**config.mk**
```make
export PLATFORM = sky130hd
export DESIGN_NAME = delta_frame_filt
export DESIGN_NICKNAME = d
export VERILOG_FILES = /design/src/rtl/delta_frame_filt.sv
export SDC_FILE = /design/constraint.sdc
export NUM_CORES = 1
export LEC_CHECK = 0
export CORE_ASPECT_RATIO = 1.75
export CORE_MARGIN = 2
export CORE_UTILIZATION = 65
export CTS_CLUSTER_DIAMETER = 200
export DETAILED_ROUTE_END_ITERATION = 7
export PLACE_DENSITY = 0.87
export SLEW_MARGIN = 20
export SYNTH_ARGS = -nofsm -noshare
export SYNTH_HDL_FRONTEND = slang
export SYNTH_SLANG_ARGS = --single-unit
```
**constraint.sdc**
```tcl
create_clock -name clk -period 9.4 [get_ports clk]
set_clock_uncertainty 0.15 [all_clocks]
set_input_delay 1.88 -clock clk [delete_from_list [all_inputs] [get_ports clk]]
set_output_delay 1.88 -clock clk [all_outputs]
set_load 0.03 [all_outputs]
```
**src/rtl/delta_frame_filt.sv**
```systemverilog
// Absolute frame difference followed by a power-of-two moving-average window,
// with optional threshold binarisation. Two-register pipeline, no backpressure.
module delta_frame_filt #(
   parameter int PIX_WIDTH   = 10,
   parameter int FILTER_LOG2 = 3
) (
   input  logic                 clk,
   input  logic                 aresetn,
   input  logic                 in_valid,
   input  logic                 in_sof,
   input  logic                 is_not_blank,
   input  logic [1:0]           mode,
   input  logic [PIX_WIDTH-1:0] threshold,
   input  logic [PIX_WIDTH-1:0] base_frame,
   input  logic [PIX_WIDTH-1:0] curr_frame,
   output logic                 out_valid,
   output logic                 out_sof,
   output logic [PIX_WIDTH-1:0] out_data,
   output logic                 win_full
);

   localparam int N     = 1 << FILTER_LOG2;
   localparam int SUM_W = PIX_WIDTH + FILTER_LOG2;
   localparam int CNT_W = FILTER_LOG2 + 1;
   localparam logic [CNT_W-1:0] FULL_CNT = CNT_W'(N);
   localparam logic [CNT_W-1:0] LAST_CNT = CNT_W'(N - 1);

   function automatic logic [PIX_WIDTH-1:0] abs_diff(input logic [PIX_WIDTH-1:0] a,
                                                     input logic [PIX_WIDTH-1:0] b);
      if (a > b) begin
         return a - b;
      end else begin
         return b - a;
      end
   endfunction

   logic                   valid_s1_r;
   logic                   sof_s1_r;
   logic                   active_s1_r;
   logic [1:0]             mode_s1_r;
   logic [PIX_WIDTH-1:0]   thr_s1_r;
   logic [PIX_WIDTH-1:0]   d_s1_r;
   logic [PIX_WIDTH-1:0]   curr_s1_r;

   logic [PIX_WIDTH-1:0]   ring_r [N];
   logic [SUM_W-1:0]       sum_r;
   logic [FILTER_LOG2-1:0] wr_ptr_r;
   logic [CNT_W-1:0]       fill_r;

   logic                   sof_v_s;
   logic                   act_v_s;
   logic [SUM_W-1:0]       sum_next_s;
   logic [PIX_WIDTH-1:0]   avg_s;
   logic [PIX_WIDTH-1:0]   data_next_s;

   assign sof_v_s = valid_s1_r & sof_s1_r;
   assign act_v_s = valid_s1_r & active_s1_r;

   // Stage 1: capture difference and per-pixel controls on each valid input.
   always_ff @(posedge clk or negedge aresetn) begin
      if (!aresetn) begin
         valid_s1_r  <= 1'b0;
         sof_s1_r    <= 1'b0;
         active_s1_r <= 1'b0;
         mode_s1_r   <= 2'd0;
         thr_s1_r    <= '0;
         d_s1_r      <= '0;
         curr_s1_r   <= '0;
      end else begin
         valid_s1_r <= in_valid;
         if (in_valid) begin
            sof_s1_r    <= in_sof;
            active_s1_r <= is_not_blank;
            mode_s1_r   <= mode;
            thr_s1_r    <= threshold;
            d_s1_r      <= abs_diff(curr_frame, base_frame);
            curr_s1_r   <= curr_frame;
         end
      end
   end

   // Next running sum and the output pixel selected by the sampled mode.
   always_comb begin
      sum_next_s  = sum_r;
      data_next_s = curr_s1_r;
      if (sof_v_s) begin
         // A new frame starts from an empty window holding only this pixel.
         sum_next_s = active_s1_r ? SUM_W'(d_s1_r) : '0;
      end else if (act_v_s) begin
         sum_next_s = sum_r + SUM_W'(d_s1_r) - SUM_W'(ring_r[wr_ptr_r]);
      end else begin
         sum_next_s = sum_r;
      end
      avg_s = sum_next_s[SUM_W-1:FILTER_LOG2];
      case (mode_s1_r)
         2'd0:    data_next_s = curr_s1_r;
         2'd1:    data_next_s = active_s1_r ? d_s1_r : '0;
         2'd2:    data_next_s = active_s1_r ? avg_s : '0;
         2'd3:    data_next_s = (active_s1_r && (avg_s > thr_s1_r)) ? '1 : '0;
         default: data_next_s = curr_s1_r;
      endcase
   end

   // Stage 2 window: ring buffer, running sum, write pointer and fill count.
   always_ff @(posedge clk or negedge aresetn) begin
      if (!aresetn) begin
         for (int i = 0; i < N; i++) begin
            ring_r[i] <= '0;
         end
         sum_r    <= '0;
         wr_ptr_r <= '0;
         fill_r   <= '0;
      end else if (sof_v_s) begin
         for (int i = 0; i < N; i++) begin
            ring_r[i] <= '0;
         end
         if (active_s1_r) begin
            ring_r[0] <= d_s1_r;
         end
         sum_r    <= sum_next_s;
         wr_ptr_r <= active_s1_r ? FILTER_LOG2'(1) : '0;
         fill_r   <= active_s1_r ? CNT_W'(1) : '0;
      end else if (act_v_s) begin
         ring_r[wr_ptr_r] <= d_s1_r;
         sum_r            <= sum_next_s;
         wr_ptr_r         <= wr_ptr_r + FILTER_LOG2'(1);
         fill_r           <= (fill_r == FULL_CNT) ? fill_r : fill_r + CNT_W'(1);
      end
   end

   // Stage 2 output registers; out_data holds through idle cycles.
   always_ff @(posedge clk or negedge aresetn) begin
      if (!aresetn) begin
         out_valid <= 1'b0;
         out_sof   <= 1'b0;
         out_data  <= '0;
         win_full  <= 1'b0;
      end else begin
         out_valid <= valid_s1_r;
         out_sof   <= sof_v_s;
         if (valid_s1_r) begin
            out_data <= data_next_s;
         end
         if (sof_v_s) begin
            win_full <= 1'b0;
         end else if (act_v_s && (fill_r == LAST_CNT)) begin
            win_full <= 1'b1;
         end
      end
   end

endmodule

```
== After elaboration in Yosys (flattened, before gate mapping) ==
Index checks and enable logic that the tools add are counted.
Cells by class
  order comparisons: 4
  div/mod/pow operators: 0
  mux-type cells: 27
  add/sub/neg operators: 6
  multipliers: 0
  reductions and logical operators: 7
  bitwise operators: 3
  eq/ne operators: 6
  shifts and indexed selects: 0
Operators with widths (number)
  2-to-1 mux 80 bit: 2
  bitwise mux 80 bit: 1
  2-to-1 mux 10 bit: 8
  2-to-1 mux 13 bit: 4
  case mux 10 bit (4 select lines): 1
  binary-select mux 10 bit (select 3 bit): 1
  demux 10 bit (select 3 bit): 1
  > comparator 10 bit: 2
  subtractor 10 bit: 2
  adder 13 x 10 -> 13 bit: 1
  subtractor 13 x 10 -> 13 bit: 1
  2-to-1 mux 4 bit: 3
  2-to-1 mux 3 bit: 2
  adder 4 x 1 -> 4 bit, second input constant: 1
  == test 2 bit, second input constant: 2
  == test 4 x 3 -> 1 bit, second input constant: 1
  == test 4 bit, second input constant: 1
  >= comparator 4 bit, second input constant: 1
  less-than comparator 4 x 1 -> 1 bit, second input constant: 1
  2-to-1 mux 1 bit: 4
  inverter 3 -> 4 bit: 1
  nonzero test 2 bit: 2
  adder 3 x 1 -> 3 bit, second input constant: 1
  logical AND 1 bit: 3
  other kinds (5): 6
Word-level totals
  memories kept: 0
  output and inout port bits: 13
  latch bits: 0
  bits in read-only memories: 0
  RAM bits: 0
  logic and storage cells: 75
  input port bits: 37
  flip-flop bits (word level): 148

== Logic depth before layout (Yosys ltp) ==
Gate-level depths: netlist of run 1.
  word-level depth: 11
  depth in mapped cells: 26
  mapped depth without buffers: 25

== Worst setup path after synthesis of run 1 ==
Ideal clock, no wire load.
  path kind: register -> register
  start point: register wr_ptr_r[1]
  end point: register out_data[0]
  required time: 9.123 ns
  slack: 4.098 ns
  setup time: 0.127 ns
  buffers on the path: 2
  cell stages (with the launch flop): 26
  arrival: 5.025 ns
  cells stage by stage: dfrtp_1 -> clkbuf_1 -> buf_1 -> nor2_1 -> a221oi_1 -> a21oi_1 -> or2_2 -> fa_1 -> inv_1 -> fa_1 -> a21o_1 -> a221oi_1 -> xnor2_1 -> nor2_1 -> a21oi_1 -> o22ai_1 -> ha_1 -> a21o_1 -> a21oi_1 -> nor2b_1 -> o21bai_1 -> o21ai_0 -> nand2_1 -> o311ai_4 -> nand2_2 -> a21oi_1
On the way
  longest elaborated chain between the ends: 11
RTL lines
  from (decl): RTL line 47  | logic [FILTER_LOG2-1:0] wr_ptr_r;
  from (signal assigned): RTL line 121  | wr_ptr_r <= active_s1_r ? FILTER_LOG2'(1) : '0;
  from (signal assigned): RTL line 126  | wr_ptr_r <= wr_ptr_r + FILTER_LOG2'(1);
  inverter 3 -> 4 bit (implied by the code): RTL line 90  | sum_next_s = sum_r + SUM_W'(d_s1_r) - SUM_W'(ring_r[wr_ptr_r]);
  binary-select mux 10 bit (select 3 bit): RTL line 90
  2-to-1 mux 10 bit (implied by the code) (2 in series): RTL line 90
  subtractor 13 x 10 -> 13 bit: RTL line 90
  2-to-1 mux 13 bit: RTL line 89  | end else if (act_v_s) begin
  2-to-1 mux 13 bit: RTL line 86  | if (sof_v_s) begin
  via sum_next_s[6]: RTL line 52  | logic [SUM_W-1:0] sum_next_s;
  > comparator 10 bit: RTL line 99  | 2'd3: data_next_s = (active_s1_r && (avg_s > thr_s1_r)) ? '1 : '0;
  logical AND 1 bit: RTL line 99
  2-to-1 mux 10 bit: RTL line 99
  case mux 10 bit (4 select lines): RTL line 95  | case (mode_s1_r)
  to (signal assigned): RTL line 142  | out_data <= data_next_s;
  to (decl): RTL line 18  | output logic [PIX_WIDTH-1:0] out_data,
The timed path passes the listed nets, and every way through them passes these cells. The select of a mux whose other input is x is not followed.
A chain may end at the register's enable or synchronous reset.

== Final worst setup path of run 1 ==
  start point: register wr_ptr_r[0]
  end point: register out_data[0]
The elaborated chain is that of the path after synthesis.

==> impl_metrics.env, run 1 <==
export IMPL_drc_errors=0
export IMPL_period_needed_ps=6570
export IMPL_ys_top_cells_by_area="dfrtp_1, mux2i_1, ha_1"
export IMPL_wire_per_inst_microns=21.5
export IMPL_die_area_sq_um=14500
export IMPL_ctsResizeCount=0
export IMPL_layout_setup_ws_ps=2830
export IMPL_vdd_drop_max_v=0.000196
export IMPL_required_ps=9560
export IMPL_ys_ff_latch=148
export IMPL_cp_cell_sequence="clkinv_1 > and3_1 > a21oi_1 > a21oi_1 > or2_2 > fa_1 > inv_1 > fa_1 > a21o_1 > a221oi_1 > xnor2_1 > nor2_1 > a21oi_1 > o22ai_1 > ha_1 > a21o_1 > a21oi_1 > nor2b_1 > o21bai_1 > o21ai_0 > nand2_1 > o311ai_4 > nand2_2 > a21oi_1"
export IMPL_track_usage_pct=35.7
export IMPL_coreArea_sq_um=13300
export IMPL_finalMaxSlewViolations=0
export IMPL_cts_max_level=4
export IMPL_cts_tree="yes"
export IMPL_syn_area_sq_um=8760
export IMPL_clk_insertion_delay_late_ps=430
export IMPL_power_leakage_uw=0.00453
export IMPL_grt_first_pass_wirelength_microns=39200
export IMPL_finalPower_uw=2870
export IMPL_fin_tns_setup_ps=0
export IMPL_grt_pass1_vias=7860
export IMPL_p_int_uw=1660
export IMPL_area_delta_synth_final_pct=13.0
export IMPL_whs_ps=356
export IMPL_max_slew_margin_pct=25.3
export IMPL_syn_inst=925
export IMPL_cts_setup_buffers=0
export IMPL_hold_viol=0
export IMPL_worstMarginPinSlew_ps=1120
export IMPL_synth_warnings=0
export IMPL_synth_top_cell_area_share_pct=42.3
export IMPL_outcome="finished, final reports clean"
export IMPL_antenna_found_initial=0
export IMPL_synth_flop_cell="dfrtp_1"
export IMPL_critPathKind="flip-flop to flip-flop"
export IMPL_synth_edf_count=0
export IMPL_cts_sinks=148
export IMPL_drt_iter0_markers=629
export IMPL_slowest_stage="dfrtp_1"
export IMPL_clkTransAtPathRegs_ps=60
export IMPL_maxCapViolations=0
export IMPL_p_clk_share_pct=23.2
export IMPL_vias=7432
export IMPL_die_w_microns=91.8
export IMPL_io_pins=50
export IMPL_seqPwrFrac_pct=30.3
export IMPL_synth_async_sr_flop_share_pct=100
export IMPL_rsz0062_at_grt="no"
export IMPL_die_y_microns=158
export IMPL_port_buffers=49
export IMPL_power_switching_uw=1210
export IMPL_path_max_fanout=26
export IMPL_crit_arrival_ps=6730
export IMPL_vias_per_cell=6.51
export IMPL_synth_top_area_cell="dfrtp_1"
export IMPL_critical_path_max_stage_delay_ps=900
export IMPL_clockBufferDepth=2
export IMPL_power_density_nw_per_um2=290
export IMPL_cts_made_buffers=17
export IMPL_totalWireLength_microns=24500
export IMPL_grt_max_degree=92
export IMPL_dp_slack_ps=2960
export IMPL_drive_gt1_share_pct=9.41
export IMPL_finalSetupViolCount=0
export IMPL_gp_congestion=0.959
export IMPL_fin_nets=1047
export IMPL_pwr_share_comb_pct=46.4
export IMPL_synth_most_common_cell="dfrtp_1"
export IMPL_path_common_cell="a21oi_1"
export IMPL_hold_buffers=0
export IMPL_switching_share_pct=42.3
export IMPL_core_rowCount=56
export IMPL_diodes=0
export IMPL_syn_num_nets=1018
export IMPL_yosys_top_cells_count="dfrtp_1, nand2_1, nor2_1, inv_1, a21oi_1"
export IMPL_synth_cell_types=63
export IMPL_root_buffer="clkbuf_16"
export IMPL_period_share_pct=69.9
export IMPL_syn_mean_instance_area_sq_um=9.47
export IMPL_drt_first_pass_iters=5
export IMPL_grt_overflow=0
export IMPL_yosysSeqAreaShare_pct=42.3
export IMPL_hold_class="flip-flop to flip-flop"
export IMPL_max_freq_mhz=152
export IMPL_ant_nets=0
export IMPL_start_util_pct=65.8
export IMPL_start_kind="flip-flop"
export IMPL_dp_hpwl_microns=16700
export IMPL_crit_path_end_kind="flip-flop"
cells by family (layout without fill, tap and decap cells):
| kind of cell | Yosys count | after routing | share of synthesized area, % |
|---|---|---|---|
| flip-flops | 148 | 148 | 42.3 |
| XOR/XNOR | 21 | 21 | 2.10 |
| multiplexers | 91 | 91 | 11.7 |
| buffers and inverters | 133 | 175 | 6.04 |
| AND/OR/NAND/NOR | 257 | 257 | 12.5 |
| AO/OA/AOI/OAI | 219 | 219 | 16.3 |
| adder cells (fa/ha/maj) | 56 | 56 | 9.02 |
final timing paths:
kind / slack [ps] / from / cells past startpoint / endpoint
min reg2reg: 360 / win_full$_DFFE_PN0P_ / 2 / win_full$_DFFE_PN0P_
min in group asynchronous: 1380 / aresetn / 1 / ring_r[9]$_DFFE_PN0P_
min: 360 / win_full$_DFFE_PN0P_ / 2 / win_full$_DFFE_PN0P_
max in group asynchronous: 6460 / aresetn / 2 / ring_r[53]$_DFFE_PN0P_
max: 2830 / wr_ptr_r[0]$_DFFE_PN0P_ / 24 / out_data[0]$_DFFE_PN0P_
max reg2reg: 2830 / wr_ptr_r[0]$_DFFE_PN0P_ / 24 / out_data[0]$_DFFE_PN0P_
power by group through the flow:
stage | Combinational, uW | Sequential, uW | Clock (uW)
after floorplan | 951 | 842 | 0
after global placement | 1220 | 866 | 0
after detailed placement | 1270 | 869 | 0
after CTS | 1300 | 863 | 665
after global routing | 1440 | 879 | 692
final | 1330 | 871 | 667
critical path, delay by kind of cell, from the launching register on:
family          cells  cell delay (ps)
flops               1              900
compound gates     12             2260
xor+xnor            1              190
fa+ha+maj           3             1290
buf+inv             2              590
simple gates        6             1070
layout make-up:
| class | instances | area (sq um) |
|---|---|---|
| clock buffers | 18 | 429 |
| clock inverters | 14 | 141 |
| fillers | 916 | 3410 |
| inverters | 85 | 319 |
| multi-input cells | 644 | 4540 |
| flip-flops and latches | 148 | 3700 |
| well taps | 174 | 218 |
| repair buffers | 58 | 554 |
state kept, by name, summed over array words and instances, names as in the netlist, 2 cells and up:
register	cells
wr_ptr_r	3
thr_s1_r	10
curr_s1_r	10
d_s1_r	10
sum_r	13
out_data	10
mode_s1_r	2
ring_r	80
fill_r	4
placed cells by master (no fill, tap or decap), types with 16 or more instances in the layout:
cell type	count
a21oi_1	73
ha_1	44
dfrtp_1	148
inv_1	83
o22ai_1	22
clkbuf_16	17
a22o_1	16
nand2_1	105
mux2i_1	60
mux2_2	24
clkdlybuf4s50_1	47
o21ai_0	42
nor2_1	93
layer usage:
| layer | wire length, microns | GRT usage (%) |
|---|---|---|
| met1 | 8080 | 36.6 |
| met2 | 12700 | 62.9 |
| met3 | 1560 | 5.95 |
| met4 | 2180 | 30.1 |
| met5 | 0 | 0 |
per-stage QoR:
| step | cells | utilization, % | instance area [sq um] |
|---|---|---|---|
| 2_1_floorplan | 925 | - | 8760 |
| 3_3_place_gp | 1109 | 70.1 | 9340 |
| 3_5_place_dp | 1109 | 70.1 | 9340 |
| 4_1_cts | 1141 | 74.4 | 9910 |
| 5_1_grt | 1141 | 74.4 | 9910 |
| 6_report | 1141 | 74.4 | 9910 |
Power figures use the tool's default switching activity.
==> run 2: changes to the inputs <==
--- a/config.mk
+++ b/config.mk
@@ -7,10 +7,10 @@
 export LEC_CHECK = 0
 export CORE_ASPECT_RATIO = 1.75
 export CORE_MARGIN = 2
-export CORE_UTILIZATION = 65
+export CORE_UTILIZATION = 55
 export CTS_CLUSTER_DIAMETER = 200
 export DETAILED_ROUTE_END_ITERATION = 7
-export PLACE_DENSITY = 0.87
+export PLACE_DENSITY = 0.78
 export SLEW_MARGIN = 20
 export SYNTH_ARGS = -nofsm -noshare
 export SYNTH_HDL_FRONTEND = slang
==> constraint.sdc (replaced) <==
create_clock -name clk -period 5.53 [get_ports clk]
set_clock_uncertainty 0.15 [all_clocks]
set_input_delay 1.106 -clock clk [delete_from_list [all_inputs] [get_ports clk]]
set_output_delay 1.106 -clock clk [all_outputs]
set_load 0.03 [all_outputs]
==> run 2 against run 1 <==
Against the previous run: non-clock buffer count increased by 10; cell count increased by 2.1%; flip-flop and latch count unchanged; clock-buffer cell count unchanged; die area is 18% higher; clock power increased by 68%; sequential share of layout area fell by 0.40 points; global-route usage down 6.7 points; critical endpoint is now out_data[6]$_DFFE_PN0P_; largest cell class unchanged; largest power group unchanged.
==> impl_metrics.env, run 2 (synthesized netlist as in run 1, its figures left out) <==
export IMPL_outcome="finished, final reports clean"
export IMPL_max_freq_mhz=191
export IMPL_hold_class="flip-flop to flip-flop"
export IMPL_antenna_found_initial=0
export IMPL_slowest_stage="fa_1"
export IMPL_fin_tns_setup_ps=0
export IMPL_period_share_pct=94.9
export IMPL_largest_register_ffs=80
export IMPL_cts_tree="yes"
export IMPL_cp_cell_sequence="and2_1 > a22oi_1 > a21oi_1 > or2_2 > fa_1 > inv_1 > fa_1 > a21o_1 > a221oi_1 > buf_4 > o21ai_0 > a21oi_1 > xor2_1 > o221ai_2 > ha_1 > nand4_1 > o21bai_1 > o21bai_1 > buf_4 > o311ai_4 > nand2_4 > a21oi_1"
export IMPL_port_buffers=49
export IMPL_io_pins=50
export IMPL_drc_errors=0
export IMPL_critical_path_max_stage_delay_ps=480
export IMPL_dpl_cell_count=1134
export IMPL_fin_util_pct=63.7
export IMPL_path_buf_inv=3
export IMPL_grt_overflow=0
export IMPL_r2r_start="wr_ptr_r[1]$_DFFE_PN0P_"
export IMPL_start_util_pct=55.7
export IMPL_grt_max_degree=79
export IMPL_track_usage_pct=29.0
export IMPL_coreArea_sq_um=15700
export IMPL_diodes=0
export IMPL_die_w_microns=99.4
export IMPL_worstMarginPinSlew_ps=1060
export IMPL_finalMaxSlewViolations=0
export IMPL_cts_made_buffers=17
export IMPL_grt_first_pass_wirelength_microns=37500
export IMPL_totalWireLength_microns=23600
export IMPL_die_area_sq_um=17000
export IMPL_crit_path_start="wr_ptr_r[1]$_DFFE_PN0P_"
export IMPL_core_rowCount=61
export IMPL_crit_arrival_ps=5450
export IMPL_instances_no_fill=1165
export IMPL_worst_r2r_path_depth=22
export IMPL_gp_congestion=0.949
export IMPL_area_delta_synth_final_pct=14.3
export IMPL_drive_gt1_share_pct=10.8
export IMPL_path_max_fanout=10
export IMPL_cp_top_family="compound AO/OA/AOI/OAI gates"
export IMPL_min_from="win_full$_DFFE_PN0P_"
export IMPL_cts_max_level=4
export IMPL_root_buffer="clkbuf_16"
export IMPL_clk_insertion_delay_late_ps=440
export IMPL_path_common_cell="a21oi_1"
export IMPL_final_cell_mix="dfrtp_1, nand2_1, nor2_1, inv_1, a21oi_1"
export IMPL_drt_iter0_markers=442
export IMPL_vias=7189
export IMPL_start_kind="flip-flop"
export IMPL_hold_buffers=0
export IMPL_finalSetupViolCount=0
export IMPL_cts_sinks=148
export IMPL_drt_first_pass_iters=5
export IMPL_grt_pass1_vias=7359
export IMPL_required_ps=5730
export IMPL_maxCapViolations=0
export IMPL_whs_ps=351
export IMPL_fin_nets=1057
export IMPL_period_needed_ps=5250
export IMPL_top_register="ring_r"
export IMPL_wire_per_inst_microns=20.2
export IMPL_clkTransAtPathRegs_ps=60
export IMPL_power_density_nw_per_um2=481
export IMPL_clockBufferDepth=2
export IMPL_hold_depth=2
export IMPL_dp_hpwl_microns=17300
export IMPL_path_depth=22
export IMPL_layout_commonest_cell="dfrtp_1"
export IMPL_crit_path_end_kind="flip-flop"
export IMPL_hold_viol=0
export IMPL_max_slew_margin_pct=29.2
export IMPL_critPathKind="flip-flop to flip-flop"
export IMPL_reg_top3="ring_r: 80 flops, sum_r: 13 flops"
export IMPL_die_y_microns=171
export IMPL_vias_per_cell=6.17
export IMPL_ant_nets=0
export IMPL_vdd_drop_max_v=0.000315
export IMPL_power_leakage_uw=0.00460
==> run 2: changes by cell type in the layout (fill, tap and decap cells not counted), sizes merged <==
cell and delta:
clkinvlp -2, bufinv +1, clkinv +4, buf +10, inv -4
==> run 2: stage by stage <==
step | power (uW) | area, sq um | setup slack (ps)
6_report | 4820 | 10000 | 282
5_1_grt | 5110 | 10000 | -25.3
4_1_cts | 4790 | 10000 | 170
3_5_place_dp | 3660 | 9430 | 180
3_3_place_gp | 3610 | 9430 | 340
2_1_floorplan | 3050 | 8760 | 228
==> run 2: where the power goes <==
| part | leakage, uW | total [uW] | internal, uW | switching (uW) |
|---|---|---|---|---|
| Clock | 0.000276 | 1120 | 659 | 461 |
| Combinational | 0.00239 | 2240 | 948 | 1290 |
| Sequential | 0.00193 | 1460 | 1270 | 191 |
==> run 2: cell type report <==
class | count | area (sq um)
Fill cell | 1276 | 5700
Multi-Input combinational cell | 644 | 4560
Tap cell | 189 | 236
Inverter | 85 | 319
Sequential cell | 148 | 3710
Clock buffer | 18 | 429
Timing Repair Buffer | 68 | 637
Clock inverter | 13 | 135
==> run 2: timing repair <==
item / 4_1_cts / 5_1_grt
resized for setup: 0 / 7
setup buffers: 0 / 0
endpoints found under the setup margin: 0 / 10
==> run 2: worst min-delay path: cells and delay by family, from the launching register on <==
kind	cells	cell delay, ps
DFF	1	340
and+or+nand+nor	2	120
==> run 2: path summary, 6_finish.rpt <==
| path | to | slack [ps] |
|---|---|---|
| hold reg to reg | win_full$_DFFE_PN0P_ | 350 |
| max in group asynchronous | fill_r[0]$_DFFE_PN0P_ | 3680 |
| min in group asynchronous | valid_s1_r$_DFF_PN0_ | 540 |
| setup / recovery | out_data[6]$_DFFE_PN0P_ | 280 |
| setup reg to reg | out_data[6]$_DFFE_PN0P_ | 280 |
| hold / removal | win_full$_DFFE_PN0P_ | 350 |
==> run 2: routing by layer <==
layer	track usage, %	part of all wire [%]	vias up	routed length, microns
met1	29.0	34	3515	8110
met2	53.3	55	283	12900
met5	0	0	-	0
li1	-	-	3280	-
met4	20.7	6.6	0	1570
met3	4.58	4.2	111	1000
